File: config.mk
export PLATFORM = sky130hd
export DESIGN_NAME = stopwatch_sequencer_flat
export DESIGN_NICKNAME = d
export VERILOG_FILES = /design/src/rtl/stopwatch_sequencer_pkg.sv /design/src/rtl/stopwatch_sequencer_if.sv /design/src/rtl/stopwatch_sequencer_bcd_mod60.sv /design/src/rtl/stopwatch_sequencer.sv /design/src/flat_wrapper.sv
export SDC_FILE = /design/constraint.sdc
export NUM_CORES = 1
export LEC_CHECK = 0
export ABC_AREA = 0
export CORE_UTILIZATION = 46
export CTS_CLUSTER_DIAMETER = 120
export CTS_CLUSTER_SIZE = 24
export DETAILED_ROUTE_END_ITERATION = 16
export PLACE_DENSITY_LB_ADDON = 0.1
export SLEW_MARGIN = 20
export SYNTH_ARGS = -nofsm -noshare
export SYNTH_HDL_FRONTEND = slang
export SYNTH_SLANG_ARGS = --single-unit
File: constraint.sdc
create_clock -name clk -period 2.45 [get_ports clk]
set_clock_uncertainty 0.2 [all_clocks]
set_input_delay 0.49 -clock clk [delete_from_list [all_inputs] [get_ports clk]]
set_output_delay 0.49 -clock clk [all_outputs]
set_load 0.02 [all_outputs]
File: src/rtl/stopwatch_sequencer_pkg.sv
// Shared definitions for the stopwatch sequencer: state encoding, BCD limits
// and the adj/sel to mode mapping used by both the run and paused paths.
package stopwatch_sequencer_pkg;

   localparam int unsigned DIGIT_W = 4;

   localparam logic [DIGIT_W-1:0] TENS_MAX = 4'd5;
   localparam logic [DIGIT_W-1:0] ONES_MAX = 4'd9;

   typedef logic [1:0] state_t;

   localparam state_t StRun    = 2'd0;
   localparam state_t StPaused = 2'd1;
   localparam state_t StAdjMin = 2'd2;
   localparam state_t StAdjSec = 2'd3;

   // Mode requested by the adjust controls when not paused.
   function automatic state_t mode_select(input logic adj, input logic sel);
      if (!adj) begin
         return StRun;
      end
      return sel ? StAdjSec : StAdjMin;
   endfunction

endpackage

File: src/rtl/stopwatch_sequencer_if.sv
// Bundle of tick/control inputs and display outputs of the stopwatch sequencer.
//   master: drives ticks and controls, observes digits/blanking/paused
//   slave : the sequencer itself
interface stopwatch_sequencer_if;
   import stopwatch_sequencer_pkg::*;

   logic               tick_1hz;
   logic               tick_2hz;
   logic               tick_blink;
   logic               pause_pulse;
   logic               adj;
   logic               sel;
   logic [DIGIT_W-1:0] min_tens;
   logic [DIGIT_W-1:0] min_ones;
   logic [DIGIT_W-1:0] sec_tens;
   logic [DIGIT_W-1:0] sec_ones;
   logic               blank_min;
   logic               blank_sec;
   logic               paused;

   modport master (
      output tick_1hz, tick_2hz, tick_blink, pause_pulse, adj, sel,
      input  min_tens, min_ones, sec_tens, sec_ones, blank_min, blank_sec, paused
   );

   modport slave (
      input  tick_1hz, tick_2hz, tick_blink, pause_pulse, adj, sel,
      output min_tens, min_ones, sec_tens, sec_ones, blank_min, blank_sec, paused
   );

endinterface

File: src/rtl/stopwatch_sequencer_bcd_mod60.sv
// Two-digit BCD counter 00..59.
//   clk, rst : clock, asynchronous active-low reset (clears to 00)
//   inc      : advance by one this cycle
//   tens/ones: registered BCD digits
//   carry    : high in the cycle an increment wraps 59 -> 00
module bcd_mod60
   import stopwatch_sequencer_pkg::*;
(
   input  logic               clk,
   input  logic               rst,
   input  logic               inc,
   output logic [DIGIT_W-1:0] tens,
   output logic [DIGIT_W-1:0] ones,
   output logic               carry
);

   logic [DIGIT_W-1:0] tens_q, tens_d;
   logic [DIGIT_W-1:0] ones_q, ones_d;
   logic               at_max;

   assign at_max = (tens_q == TENS_MAX) && (ones_q == ONES_MAX);
   assign carry  = inc & at_max;

   always_comb begin
      tens_d = tens_q;
      ones_d = ones_q;
      if (inc) begin
         if (ones_q == ONES_MAX) begin
            ones_d = '0;
            tens_d = (tens_q == TENS_MAX) ? '0 : tens_q + 4'd1;
         end else begin
            ones_d = ones_q + 4'd1;
         end
      end
   end

   always_ff @(posedge clk or negedge rst) begin
      if (!rst) begin
         tens_q <= '0;
         ones_q <= '0;
      end else begin
         tens_q <= tens_d;
         ones_q <= ones_d;
      end
   end

   assign tens = tens_q;
   assign ones = ones_q;

endmodule

File: src/rtl/stopwatch_sequencer.sv
// Stopwatch time sequencer: owns mm:ss, steps it from 1 Hz (run) or 2 Hz
// (adjust) ticks and tracks RUN / PAUSED / ADJ_MIN / ADJ_SEC from the
// pause, adj and sel controls.
//   clk, rst : clock, asynchronous active-low reset
//   bus      : stopwatch_sequencer_if.slave (ticks/controls in, digits,
//              blank_min/blank_sec and paused out; all outputs registered)
// Optional feature: STOPWATCH_BLINK_EN builds the blink phase register that
// blanks the field under adjustment; otherwise blanking is tied low.
module stopwatch_sequencer
   import stopwatch_sequencer_pkg::*;
(
   input  logic                   clk,
   input  logic                   rst,
   stopwatch_sequencer_if.slave   bus
);

   state_t state_q, state_d;
   logic   sec_inc;
   logic   min_inc;
   logic   sec_carry;
   logic   min_carry_unused;

   // Pause has priority; PAUSED ignores adj/sel until the next press.
   always_comb begin
      state_d = state_q;
      if (bus.pause_pulse) begin
         state_d = (state_q == StPaused) ? mode_select(bus.adj, bus.sel) : StPaused;
      end else if (state_q != StPaused) begin
         state_d = mode_select(bus.adj, bus.sel);
      end
   end

   always_ff @(posedge clk or negedge rst) begin
      if (!rst) begin
         state_q <= StRun;
      end else begin
         state_q <= state_d;
      end
   end

   // Increment decisions use the state held before the edge.
   assign sec_inc = ((state_q == StRun) & bus.tick_1hz) |
                    ((state_q == StAdjSec) & bus.tick_2hz);
   assign min_inc = ((state_q == StRun) & sec_carry) |
                    ((state_q == StAdjMin) & bus.tick_2hz);

   bcd_mod60 u_sec (
      .clk   (clk),
      .rst   (rst),
      .inc   (sec_inc),
      .tens  (bus.sec_tens),
      .ones  (bus.sec_ones),
      .carry (sec_carry)
   );

   // Minutes wrapping 59 -> 00 needs no further action.
   bcd_mod60 u_min (
      .clk   (clk),
      .rst   (rst),
      .inc   (min_inc),
      .tens  (bus.min_tens),
      .ones  (bus.min_ones),
      .carry (min_carry_unused)
   );

   assign bus.paused = (state_q == StPaused);

`ifdef STOPWATCH_BLINK_EN
   logic phase_q, phase_d;

   // A state change restarts the blink with the field visible.
   always_comb begin
      phase_d = phase_q;
      if (state_d != state_q) begin
         phase_d = 1'b0;
      end else if (bus.tick_blink) begin
         phase_d = ~phase_q;
      end
   end

   always_ff @(posedge clk or negedge rst) begin
      if (!rst) begin
         phase_q <= 1'b0;
      end else begin
         phase_q <= phase_d;
      end
   end

   assign bus.blank_min = (state_q == StAdjMin) & phase_q;
   assign bus.blank_sec = (state_q == StAdjSec) & phase_q;
`else
   logic tick_blink_unused;
   assign tick_blink_unused = bus.tick_blink;
   assign bus.blank_min     = 1'b0;
   assign bus.blank_sec     = 1'b0;
`endif

endmodule

File: src/flat_wrapper.sv
// flat-port wrapper written by rule: the top's interface ports become plain ports
module stopwatch_sequencer_flat import stopwatch_sequencer_pkg::*;
  (clk, rst, bus_tick_1hz, bus_tick_2hz, bus_tick_blink, bus_pause_pulse, bus_adj, bus_sel, bus_min_tens, bus_min_ones, bus_sec_tens, bus_sec_ones, bus_blank_min, bus_blank_sec, bus_paused);
  stopwatch_sequencer_if bus_i ();
  input  logic clk;
  input  logic rst;
  input wire logic [$bits(bus_i.tick_1hz)-1:0] bus_tick_1hz;
  input wire logic [$bits(bus_i.tick_2hz)-1:0] bus_tick_2hz;
  input wire logic [$bits(bus_i.tick_blink)-1:0] bus_tick_blink;
  input wire logic [$bits(bus_i.pause_pulse)-1:0] bus_pause_pulse;
  input wire logic [$bits(bus_i.adj)-1:0] bus_adj;
  input wire logic [$bits(bus_i.sel)-1:0] bus_sel;
  output wire logic [$bits(bus_i.min_tens)-1:0] bus_min_tens;
  output wire logic [$bits(bus_i.min_ones)-1:0] bus_min_ones;
  output wire logic [$bits(bus_i.sec_tens)-1:0] bus_sec_tens;
  output wire logic [$bits(bus_i.sec_ones)-1:0] bus_sec_ones;
  output wire logic [$bits(bus_i.blank_min)-1:0] bus_blank_min;
  output wire logic [$bits(bus_i.blank_sec)-1:0] bus_blank_sec;
  output wire logic [$bits(bus_i.paused)-1:0] bus_paused;
  assign bus_i.tick_1hz = bus_tick_1hz;
  assign bus_i.tick_2hz = bus_tick_2hz;
  assign bus_i.tick_blink = bus_tick_blink;
  assign bus_i.pause_pulse = bus_pause_pulse;
  assign bus_i.adj = bus_adj;
  assign bus_i.sel = bus_sel;
  assign bus_min_tens = bus_i.min_tens;
  assign bus_min_ones = bus_i.min_ones;
  assign bus_sec_tens = bus_i.sec_tens;
  assign bus_sec_ones = bus_i.sec_ones;
  assign bus_blank_min = bus_i.blank_min;
  assign bus_blank_sec = bus_i.blank_sec;
  assign bus_paused = bus_i.paused;
  stopwatch_sequencer u_core (.clk(clk), .rst(rst), .bus(bus_i));
endmodule
==> metrics.md <==
| Metric | Value |
|---|---|
| Crit path DAT | 2.27 ns |
| CTS H-tree depth | 1 |
| Final setup fails | 0 |
| First-pass GRT wire length | about 2.7 mm |
| Yosys top cell area share | 0.471 |
| Post-DP HPWL | 1.27 mm |
| DRT Pass-1 Iters | 4 |
| Post-synth cell types | 38 |
| Slew Limit Fails | 0 |
| Syn Area/Cell | between 10 and 15 µm² |
| Share of layout cells above drive strength 1 | 0.158 |
| Total core area | 0.00196 mm² |
| Tcrit/Tclk final | 0.933 |
| Synthesis-to-layout area growth | 35.3% |
| Ant diodes | 0 |
| # resized after CTS | 0 |
| Ys async rst share | 1.00 |
| Number of setup buffers added after CTS | 0 |
| # port buffers | 23 |
| Post-Synthesis Cells | 88 |
| FMAX | 438 MHz |
| Synth Area in Adders | 0 |
| Final Hold Viols | 0 |
| Die footprint | 0.00226 mm² |
| Drt total wl | 1.70 mm |
| P per Cell Area | 1190 mW/mm² |
| TritonCTS Buffers | 3 |
| Grt total ovfl | 0 |
| FILL cells | 178 |
| Final RePlAce weighted congestion | 0.741 |
| Sink Count | 18 |
| Simple-Gate Fraction of Synth Area | 0.174 |
| Die H | 47.6 µm |
| CP startpoint kind | input port |
| Fin Hold WS | 0.305 ns |
| Clock Path Buffers | 2 |
| Commonest cells in the netlist | dfrtp_1 (18), nand2_1 (7), xnor2_1 (6) |
| Final worst path period need | 2.29 ns |
| Worst-path clk slew | 0.10 ns |
| # rows | 16 |
| Nets | 129 |
| Post-route ant nets | 0 |
| Gr usage total | 0.169 |
| CP required | 2.43 ns |
| Initial DRC count | 10 |
| TNS Setup | 0 ns |
| Path type of the worst min-delay path | reg2reg |
| Root Driver | clkbuf_4 |
| Syn. warnings | 0 |
| Initial Util | 0.487 |
| CP Max Fanout | 4 |
| Top cells by area, synth | dfrtp_1 (47%), xnor2_1 (5.5%), o211ai_1 (3.1%), a2111oi_4 (2.9%), nand2_1 (2.7%) |
| Crit Path Class | in2reg |
| Via density | 5.12 |
| Average wire per standard cell | 11.6 µm |
| Largest net degree at the start of global routing | 19 |
| Worst Setup SP | bus_tick_1hz |
| Count of flip-flops with a built-in enable after synthesis | 0 |
| Number of global-route vias before repair | 648 |
| Clock Latency Late Sink | 0.29 ns |
| Worst Min Path Start | u_core.u_min.tens[3] |
| Peak VDD IR | approximately 760 µV |
| Synth Flop Type | dfrtp_1 |
| Post-CTS Hold Buffers | 0 |
| Post-synth design cell area | roughly 960 µm² |
| DRC viols | 0 |
| Seq/Total Area, Yosys | 0.471 |
| CTS tree | built |
| Initial antenna violation count | 0 |
| Critical Path Sink Type | register |
| Largest family of logic cells by synthesized area | compound AO/OA/AOI/OAI gates |
| Overall die width | 47.6 µm |
| Post-Synth XOR/XNOR Area | 0.0733 |
| Yosys reg bits | 18 |
| Total number of vias | between 700 and 800 |
| Status | complete, no violations |
| Count leader, synth | dfrtp_1 |
| Max-cap violations | 0 |
| I/O pin total | 27 |
| Leakage power | about 0.54 nW |
| Mux cell area share after synthesis | 0.0510 |
| Synth Area in Compound Gates | 0.187 |
| RSZ-0062 raised after global routing | false |
| Synth area leader | dfrtp_1 |
| Worst R2R Start | u_core.u_sec.tens[1] |
[through the flow]
step,total power [mW],utilization,cells,worst slack (ns),area [µm²]
3_3_place_gp,1.35,0.641,143,-0.142,1260
2_1_floorplan,1.03,-,89,0.278,960
3_5_place_dp,1.36,0.641,143,-0.146,1260
5_1_grt,1.66,0.659,147,0.0834,1290
6_report,1.54,0.659,147,0.165,1290
4_1_cts,1.55,0.659,147,0.170,1290
[sequential cells by signal (all words and copies together) (netlist names)]
| signal | flops |
|---|---|
| u_core.u_min.ones | 4 |
| u_core.u_sec.ones | 4 |
| u_core.u_min.tens | 4 |
| u_core.state_q | 2 |
| u_core.u_sec.tens | 4 |
[final cells by class]
cell class                 count  area, µm²  share of cell area
multi-input combinational     63        472               0.365
sequential                    18        450               0.348
clock buffer                   4       36.3              0.0280
tap                           27       33.8              0.0261
timing repair buffer          30        283               0.219
inverter                       5       18.8              0.0145
[layout by cell type, fill, tap and decap left out, types with 2 or more instances in the layout]
master	instances
nand2b_1	3
buf_4	7
and3_1	2
nand3_1	2
xnor2_1	6
clkbuf_4	3
dfrtp_1	18
conb_1	2
inv_1	5
a21oi_1	3
nand2_1	7
xor2_1	2
nor2_1	4
clkdlybuf4s50_1	23
nor2b_1	2
mux2_2	2
o2bb2ai_1	2
o211ai_1	4
o21ai_2	2
[path summary, 6_finish.rpt]
kind / end / slack (ns) / cells after the start
max reg2reg: u_core.u_min.ones[2] / 0.33 / 5
min: u_core.u_min.tens[3] / 0.30 / 1
max: u_core.u_min.ones[2] / 0.16 / 6
min reg2reg: u_core.u_min.tens[3] / 0.30 / 1
min in group asynchronous: u_core.u_sec.ones[2] / 0.31 / 2
max in group asynchronous: u_core.u_sec.ones[0] / 1.54 / 2
[critical path, cell delays in order]
cell and delay (ns):
clkdlybuf4s50_1 0.45, or3b_4 0.40, a2111oi_4 0.48, buf_4 0.21, o211ai_1 0.10, xnor2_1 0.15
[routing by layer]
metal | up-vias | track usage | wire, µm
met4 | 0 | 0.0500 | 9
met1 | 352 | 0.253 | 827
met5 | - | 0 | 0
met3 | 2 | 0.0340 | 85
li1 | 378 | - | -
met2 | 20 | 0.247 | 781
[logic make-up after synthesis]
group	after synthesis
flops	18
xor+xnor	8
buf+inv	8
compound gates	21
mux	4
simple gates	28
other cells	1
[where the power goes]
part,leakage [nW],total (mW),switching (mW),internal [mW]
Clock,0.0210,0.182,0.0919,0.0905
Sequential,0.224,0.586,0.170,0.416
Combinational,0.299,0.769,0.357,0.412
Total,0.544,1.54,0.619,0.918
No activity file was read; power rests on OpenSTA's default activity.
